File: src/rtl/pipeline_ctrl.sv
// ---------------------------------------------------------------------------
// pipeline_ctrl
// Sequencing controller for the IF_ID / ID_EX / EX_MEM / MEM_WB latches.
// Resolves load-use hazards and taken branches (resolved in MEM) into
// PC-write, latch-write, flush and global-enable strobes, runs a debug
// halt / drain / single-step FSM, and keeps saturating stall and flush
// performance counters.
//
// Ports
//   clk, reset            : system clock, synchronous active-high reset
//   id_ex_MemRead, id_ex_rt: load in EX and its destination register
//   if_id_rs, if_id_rt    : source register fields of the instruction in ID
//   ex_mem_Branch/zero    : branch resolution from the EX_MEM latch
//   mem_busy              : data memory not ready, freeze the pipeline
//   debug_halt            : level request to halt
//   debug_step            : single-cycle advance pulse while halted
//   pc_write, pc_src      : PC enable and branch-target select
//   if_id_write           : IF_ID latch enable
//   *_flush               : bubble insertion into the respective latch
//   pipe_en               : enable for ID_EX, EX_MEM, MEM_WB latches
//   halted                : FSM is in HALT
//   stall_count           : load-use stall cycles (saturating)
//   flush_count           : branch flush events (saturating)
//
// state | meaning
// ------+---------------------------------------------------------------
// RUN   | normal execution, hazard/branch/busy rules active
// DRAIN | fetch frozen, bubbles fed into IF_ID until in-flight work retires
// HALT  | pipeline frozen, waiting for step or release
// STEP  | one cycle of RUN behaviour (held while memory is busy)
// ---------------------------------------------------------------------------
module pipeline_ctrl #(
    parameter int W            = 5,
    parameter int DRAIN_CYCLES = 4,
    parameter int CNT_W        = 16
) (
    input  logic             clk,
    input  logic             reset,
    input  logic             id_ex_MemRead,
    input  logic [W-1:0]     id_ex_rt,
    input  logic [W-1:0]     if_id_rs,
    input  logic [W-1:0]     if_id_rt,
    input  logic             ex_mem_Branch,
    input  logic             ex_mem_zero,
    input  logic             mem_busy,
    input  logic             debug_halt,
    input  logic             debug_step,
    output logic             pc_write,
    output logic             pc_src,
    output logic             if_id_write,
    output logic             if_id_flush,
    output logic             id_ex_flush,
    output logic             ex_mem_flush,
    output logic             pipe_en,
    output logic             halted,
    output logic [CNT_W-1:0] stall_count,
    output logic [CNT_W-1:0] flush_count
);

    localparam int DC_W = (DRAIN_CYCLES > 1) ? $clog2(DRAIN_CYCLES) : 1;
    localparam logic [DC_W-1:0]  DRAIN_LAST = DC_W'(DRAIN_CYCLES - 1);
    localparam logic [CNT_W-1:0] CNT_MAX    = {CNT_W{1'b1}};

    typedef enum logic [1:0] {
        S_RUN   = 2'd0,
        S_DRAIN = 2'd1,
        S_HALT  = 2'd2,
        S_STEP  = 2'd3
    } state_t;

    state_t            state_q, state_d;
    logic [DC_W-1:0]   drain_cnt_q, drain_cnt_d;
    logic [CNT_W-1:0]  stall_cnt_q, stall_cnt_d;
    logic [CNT_W-1:0]  flush_cnt_q, flush_cnt_d;

    logic br_taken;
    logic lu_hazard;

    assign br_taken  = ex_mem_Branch & ex_mem_zero;
    assign lu_hazard = id_ex_MemRead & (id_ex_rt != '0) &
                       ((id_ex_rt == if_id_rs) | (id_ex_rt == if_id_rt));

    always_comb begin
        state_d      = state_q;
        drain_cnt_d  = drain_cnt_q;
        stall_cnt_d  = stall_cnt_q;
        flush_cnt_d  = flush_cnt_q;
        pc_write     = 1'b0;
        pc_src       = 1'b0;
        if_id_write  = 1'b0;
        if_id_flush  = 1'b0;
        id_ex_flush  = 1'b0;
        ex_mem_flush = 1'b0;
        pipe_en      = 1'b0;
        halted       = 1'b0;

        if (reset) begin
            state_d     = S_RUN;
            drain_cnt_d = '0;
            stall_cnt_d = '0;
            flush_cnt_d = '0;
        end else begin
            case (state_q)
                S_RUN, S_STEP: begin
                    // Busy memory freezes everything, including counters.
                    if (!mem_busy) begin
                        pc_write    = 1'b1;
                        if_id_write = 1'b1;
                        pipe_en     = 1'b1;
                        if (br_taken) begin
                            pc_src       = 1'b1;
                            if_id_flush  = 1'b1;
                            id_ex_flush  = 1'b1;
                            ex_mem_flush = 1'b1;
                            if (flush_cnt_q != CNT_MAX)
                                flush_cnt_d = flush_cnt_q + 1'b1;
                        end else if (lu_hazard) begin
                            pc_write    = 1'b0;
                            if_id_write = 1'b0;
                            id_ex_flush = 1'b1;
                            if (stall_cnt_q != CNT_MAX)
                                stall_cnt_d = stall_cnt_q + 1'b1;
                        end
                    end
                    if (state_q == S_RUN) begin
                        if (debug_halt) begin
                            state_d     = S_DRAIN;
                            drain_cnt_d = '0;
                        end
                    end else if (!mem_busy) begin
                        state_d = S_HALT;
                    end
                end

                S_DRAIN: begin
                    if (!mem_busy) begin
                        if_id_write = 1'b1;
                        if_id_flush = 1'b1;
                        pipe_en     = 1'b1;
                        // A branch already in MEM must still redirect the PC,
                        // otherwise the halted PC would point at the wrong path.
                        if (br_taken) begin
                            pc_write     = 1'b1;
                            pc_src       = 1'b1;
                            id_ex_flush  = 1'b1;
                            ex_mem_flush = 1'b1;
                            if (flush_cnt_q != CNT_MAX)
                                flush_cnt_d = flush_cnt_q + 1'b1;
                        end
                        if (drain_cnt_q == DRAIN_LAST) begin
                            state_d = S_HALT;
                        end else begin
                            drain_cnt_d = drain_cnt_q + DC_W'(1);
                        end
                    end
                end

                S_HALT: begin
                    halted = 1'b1;
                    if (debug_step) begin
                        state_d = S_STEP;
                    end else if (!debug_halt) begin
                        state_d = S_RUN;
                    end
                end

                default: state_d = S_RUN;
            endcase
        end
    end

    always_ff @(posedge clk) begin
        state_q     <= state_d;
        drain_cnt_q <= drain_cnt_d;
        stall_cnt_q <= stall_cnt_d;
        flush_cnt_q <= flush_cnt_d;
    end

    assign stall_count = stall_cnt_q;
    assign flush_count = flush_cnt_q;

endmodule

File: config.mk
export PLATFORM = sky130hd
export DESIGN_NAME = pipeline_ctrl
export DESIGN_NICKNAME = d
export VERILOG_FILES = /design/src/rtl/pipeline_ctrl.sv
export SDC_FILE = /design/constraint.sdc
export NUM_CORES = 1
export LEC_CHECK = 0
export CAP_MARGIN = 20
export CELL_PAD_IN_SITES_DETAIL_PLACEMENT = 1
export CELL_PAD_IN_SITES_GLOBAL_PLACEMENT = 1
export CORE_MARGIN = 2
export CORE_UTILIZATION = 38
export CTS_CLUSTER_DIAMETER = 80
export DETAILED_ROUTE_END_ITERATION = 6
export GPL_TIMING_DRIVEN = 0
export PLACE_DENSITY_LB_ADDON = 0.2
export SLEW_MARGIN = 0
export SYNTH_ARGS = -nofsm -noshare
export SYNTH_HDL_FRONTEND = slang
export SYNTH_SLANG_ARGS = --single-unit
File: constraint.sdc
create_clock -name clk -period 5.34 [get_ports clk]
set_input_delay 1.068 -clock clk [delete_from_list [all_inputs] [get_ports clk]]
set_output_delay 1.068 -clock clk [all_outputs]
set_load 0.01 [all_outputs]
==> results of run 1 <==
==> worst max path at each step <==
| stage | slack (ns) | to | depth (start not counted) |
|---|---|---|---|
| 4_1_cts | 0.88 | if_id_write | 8 |
| 2_1_floorplan | 2.07 | if_id_write | 6 |
| 3_5_place_dp | 0.89 | if_id_write | 8 |
| 3_3_place_gp | 0.89 | if_id_write | 8 |
| 5_1_grt | 0.72 | if_id_write | 8 |
| 6_report | 0.89 | if_id_write | 8 |
==> synth_stat cells (2+ instances only) <==
| library cell | instances |
|---|---|
| clkbuf_1 | 6 |
| nor3_1 | 8 |
| nand2b_1 | 5 |
| xor2_1 | 10 |
| or3_1 | 4 |
| xnor2_1 | 14 |
| a21oi_1 | 17 |
| a211oi_1 | 5 |
| mux2i_1 | 3 |
| mux2_4 | 5 |
| ha_1 | 7 |
| nand2_1 | 12 |
| nand4_1 | 10 |
| buf_6 | 2 |
| nor2b_1 | 6 |
| o21ai_0 | 7 |
| nand3_1 | 14 |
| o31ai_1 | 5 |
| dfxtp_1 | 36 |
| nor4_1 | 5 |
| and2_1 | 3 |
| inv_1 | 12 |
| nor2_1 | 37 |
| nor4b_1 | 2 |
| or4_2 | 2 |
| nor3_2 | 4 |
| or4_1 | 5 |
==> state kept, by name, summed over array words and instances, names as in the netlist <==
name,count
state_q,2
flush_count,16
drain_cnt_q,2
stall_count,16
==> layer usage <==
layer | GRT usage | routed length (um) | up-vias
met3 | 0.0352 | 168 | 5
met5 | 0 | 0 | -
met4 | 0.0467 | 51 | 0
li1 | - | - | 1118
met1 | 0.260 | 2980 | 1066
met2 | 0.376 | 3200 | 34
==> cell families after synthesis <==
kind of cell,after synthesis,synth area share
flops,36,0.312
buf+inv,23,0.0568
xor+xnor,24,0.0910
mux,9,0.0504
compound gates,45,0.134
fa+ha+maj,7,0.0379
simple gates,129,0.318
==> worst max-delay path: stages <==
cell and delay [ns]:
clkdlybuf4s50_1 0.48, xor2_1 0.19, nor3_1 0.26, a22oi_2 0.20
buf_6 0.20, nand2b_1 0.20, o311a_1 0.30, clkdlybuf4s50_1 0.48
==> power groups by stage <==
stage          Sequential [W]  Clock (W)  Combinational, W
2_1_floorplan        0.000292          0          0.000168
3_3_place_gp         0.000294          0          0.000242
3_5_place_dp         0.000295          0          0.000249
4_1_cts              0.000289   0.000247          0.000250
5_1_grt              0.000291   0.000259          0.000273
6_report             0.000289   0.000242          0.000247
==> layout make-up <==
type                    count  area (um2)  share of cell area
inverters                  12        45.0              0.0144
repair buffers             61         611               0.196
plain buffers              11        86.3              0.0276
multi-input cells         214        1460               0.467
clock buffers               6        72.6              0.0232
clock inverters             2        35.0              0.0112
well taps                  75        93.8              0.0300
flip-flops and latches     36         721               0.231
==> stage by stage <==
stage                     utilization  area [um2]  setup slack (ns)  hold slack (ns)  instances
after detailed placement        0.512        3020             0.887            0.485        409
final                           0.531        3120             0.891            0.492        417
after CTS                       0.531        3120             0.879            0.501        417
after global routing            0.531        3120             0.722            0.519        417
after floorplan                     -        2310              2.07            0.458        273
after global placement          0.512        3020             0.894            0.477        409
==> metrics, run 1 <==
status finished, final reports clean; Synthesized Nets 303; Synth area leader dfxtp_1; via count 2223; GRT Total Usage 0.209; largest net degree at the start of global routing 12; nets 371; most common flop cell mapped by yosys dfxtp_1; post-synthesis register bit count 36; Crit Path Class input pin to output pin; CTS Root Cell clkbuf_8; Synth Area per Inst 8.47 um2; Hold-fix buffers, CTS 0; Die Wd 82.0 um; leak pwr 0.992 nW; initial antenna violation count 0; MaxCap Viol Count 0; Int Power 0.000525 W; Die Area 6720 um2; Syn Inst Count 273; vias in the first global route 2263; clock-pin slew on the worst setup and hold paths 0.07 ns; Switching Fraction 0.325; part of the cycle the worst path needs 0.833; Hold Path Class flop to flop; critical path required time 4.27 ns; Hold EP drain_cnt_q[1]; top cells by area, synth dfxtp_1 (31%), nor2_1 (6.0%), xnor2_1 (5.3%); most frequent cells in the layout clkdlybuf4s50_1 (61), nor2_1 (37), dfxtp_1 (36); worst vdd ir 146 uV; Initial Utilization 0.393; endpoint class of the critical path output pin; worst skew pair latency 0.30 ns; GP Congestion 0.804; CP Launch Type input pin; FF-to-FF Start state_q[0]; hold_sp drain_cnt_q[1]; Worst Path Arrival 3.38 ns; Final setup viols 0; highest clock rate 0.225 GHz; filler cell count 708; layout cell share with drive strength beyond 1 0.105; EDFF count, synth 0; minimum clock period 4.45 ns; Setup TNS 0 ns; PostCTS Resize Cnt 0; Slew Viols, Final 0; row cnt 28; Core Footprint 5890 um2; diode count 0; via/cell ratio 5.33; first-pass GRT wire length 11000 um; Clock Power Share 0.311; final hold violations 0; R2R Path End stall_count[3]; Final ANT Viol Nets 0; drt wl/cell 15.3 um; register share of total power 0.371; worst reg-to-reg setup slack 3.01 ns; sw power 0.000252 W; CTS tree done; grt ovf 0; cts bufs inserted 5; synth warn 0; Post-CTS Setup Inserts 0; Comb power frac 0.318; Reg2Reg Depth 6; Worst-Margin Slew 0.575 ns; commonest non-fill, non-tap cell in the layout clkdlybuf4s50_1; Total Power 0.000777 W; drt drc 0; skew final 0.0125 ns; Crit Path Max Fanout 10; cell area after synthesis 2310 um2; share of the synthesized area in the top cell type 0.312; Seq/Total Area, Yosys 0.312; final WL 6400 um; area growth from synthesis to layout 35.1%; P per Cell Area 249 nW/um2; slew margin rel. 0.614; RSZ-0062 raised after global routing false; Port-buffer cells 61; asr flop ratio synth 0; clk buf depth 2; post-DP HPWL 4800 um; hold depth 2; DRT iter0 DRCs 68; Netlist cell types 54; clock sinks 36; H-tree levels 2; Pre-antenna DRT Iters 4; # IOs 63; Critical Path Start id_ex_rt[3]; Die H 82.0 um
No activity file was read; power rests on OpenSTA's default activity.
==> run 2, diff against run 1 <==
- CORE_UTILIZATION: 38 -> 32
- clock period: 5.34 -> 3.7 ns (I/O delays scaled with it)
==> metrics, run 2 (synthesis results as in run 1) <==
status finished, final reports clean; grt ovf 0; DP Worst Slack -0.126 ns; P per Cell Area 340 nW/um2; busiest grt layer met2; dpl cells 430; clock sinks 36; RSZ-0062 raised after global routing false; CP Launch Type input pin; Die Area 7920 um2; Hold Path Class flop to flop; Crit Path Class input pin to output pin; Slew Viols, Final 0; clock-pin slew on the worst setup and hold paths 0.08 ns; highest clock rate 0.279 GHz; skew final 0.0124 ns; endpoint class of the critical path output pin; critical path's largest stage delay 0.55 ns; GP Congestion 0.750; layout cell share with drive strength beyond 1 0.116; Core Footprint 6910 um2; diode count 0; sw power 0.000363 W; filler cell count 869; final hold violations 0; MaxCap Viol Count 0; cell mode on critical path clkdlybuf4s50_1; first-pass GRT wire length 10900 um; worst vdd ir 210 uV; crit path cell chain clkdlybuf4s50_1, or4_1, o21a_2, nand2b_4, o311a_1, clkdlybuf4s50_1; Final ANT Viol Nets 0; post-DP HPWL 4890 um; largest net degree at the start of global routing 11; DRT iter0 DRCs 62; Port-buffer cells 61; minimum clock period 3.58 ns; leak pwr 1.00 nW; Comb power frac 0.339; Pre-antenna DRT Iters 4; Final setup viols 0; Die Wd 89.0 um; Slowest-stage cell, CP or4_1; Setup TNS 0 ns; final core utilization 0.458; final WL 6540 um; Initial Utilization 0.335; commonest non-fill, non-tap cell in the layout clkdlybuf4s50_1; slew margin rel. 0.578; Hold-fix buffers, CTS 0; Crit Path Max Fanout 8; most frequent cells in the layout clkdlybuf4s50_1 (61), nor2_1 (37), dfxtp_1 (36); largest delay contributor family on the critical path buffers and inverters; cts bufs inserted 5; GRT Total Usage 0.174; Worst-Margin Slew 0.633 ns; register share of total power 0.386; Fin Hold WS 0.506 ns; Non-Filler Instances 440; area occupied by multi-input gates 1480 um2; vias in the first global route 2273; Switching Fraction 0.338; CTS Root Cell clkbuf_8; area growth from synthesis to layout 36.9%; initial antenna violation count 0; final setup margin 0.117 ns; Worst Path Arrival 2.84 ns; GR Util met3 0.0351; M2 GR Usage 0.294; H-tree levels 2; via count 2224; crit path buf inv count 2; drt wl/cell 14.9 um; row cnt 30; Clock Power Share 0.274; part of the cycle the worst path needs 0.968; # IOs 63; clk buf depth 2; drt drc 0; met1 usage 0.232; via/cell ratio 5.05; Die H 89.0 um; FF+latch area 721 um2; Int Power 0.000713 W; worst skew pair latency 0.29 ns; nets 373; CTS tree done; critical path required time 2.96 ns
[run 2: cell count changes in the layout (fill, tap and decap cells not counted), sizes merged]
cell	before	now
bufinv	1	0
clkinv	1	0
buf	4	6
clkbuf	13	15
[run 2: repair_timing]
| action | 4_1_cts | 5_1_grt |
|---|---|---|
| gates cloned | 0 | 0 |
| endpoints found under the setup margin | 3 | 1 |
| pin swaps | 1 | 0 |
| buffers inserted | 2 | 0 |
| resized for setup | 1 | 2 |
[run 2: final cells by class]
cell class	count	share of cell area
Timing Repair Buffer	63	0.198
Sequential cell	36	0.228
Inverter	12	0.0142
Multi-Input combinational cell	214	0.467
Clock buffer	8	0.0285
Tap cell	96	0.0380
Buffer	11	0.0273
[run 2: final timing paths]
| path | startpoint | to | slack, ns | cells after the start |
|---|---|---|---|---|
| worst min register to register | flush_count[9] | flush_count[9] | 0.51 | 2 |
| worst min-delay path | flush_count[9] | flush_count[9] | 0.51 | 2 |
| worst max register to register | state_q[0] | stall_count[3] | 1.39 | 6 |
| worst max-delay path | id_ex_rt[1] | if_id_write | 0.12 | 6 |
[run 2: worst min-delay path: stages, from the launching register on]
cell and delay, ns:
dfxtp_1 0.34, o41ai_1 0.07, a21oi_1 0.06
[run 2: metrics by stage]
stage          total power, W  area, um2
2_1_floorplan        0.000664       2310
3_3_place_gp         0.000778       3040
3_5_place_dp         0.000783       3040
4_1_cts               0.00109       3150
5_1_grt               0.00115       3160
6_report              0.00108       3160
[run 2: metal layers]
| layer | wire length, um | share of wire | vias up |
|---|---|---|---|
| met3 | 215 | 0.033 | 4 |
| met2 | 3180 | 0.49 | 43 |
| met1 | 3100 | 0.47 | 1056 |
| li1 | - | - | 1121 |
| met5 | 0 | 0 | - |
| met4 | 43 | 0.0066 | 0 |
[run 2: power by group through the flow]
stage	combinational (W)	sequential (W)	clock, W
finish	0.000365	0.000416	0.000295
global route	0.000403	0.000419	0.000324
CTS	0.000365	0.000416	0.000306
detailed placement	0.000358	0.000425	0
global placement	0.000354	0.000424	0
floorplan	0.000242	0.000422	0
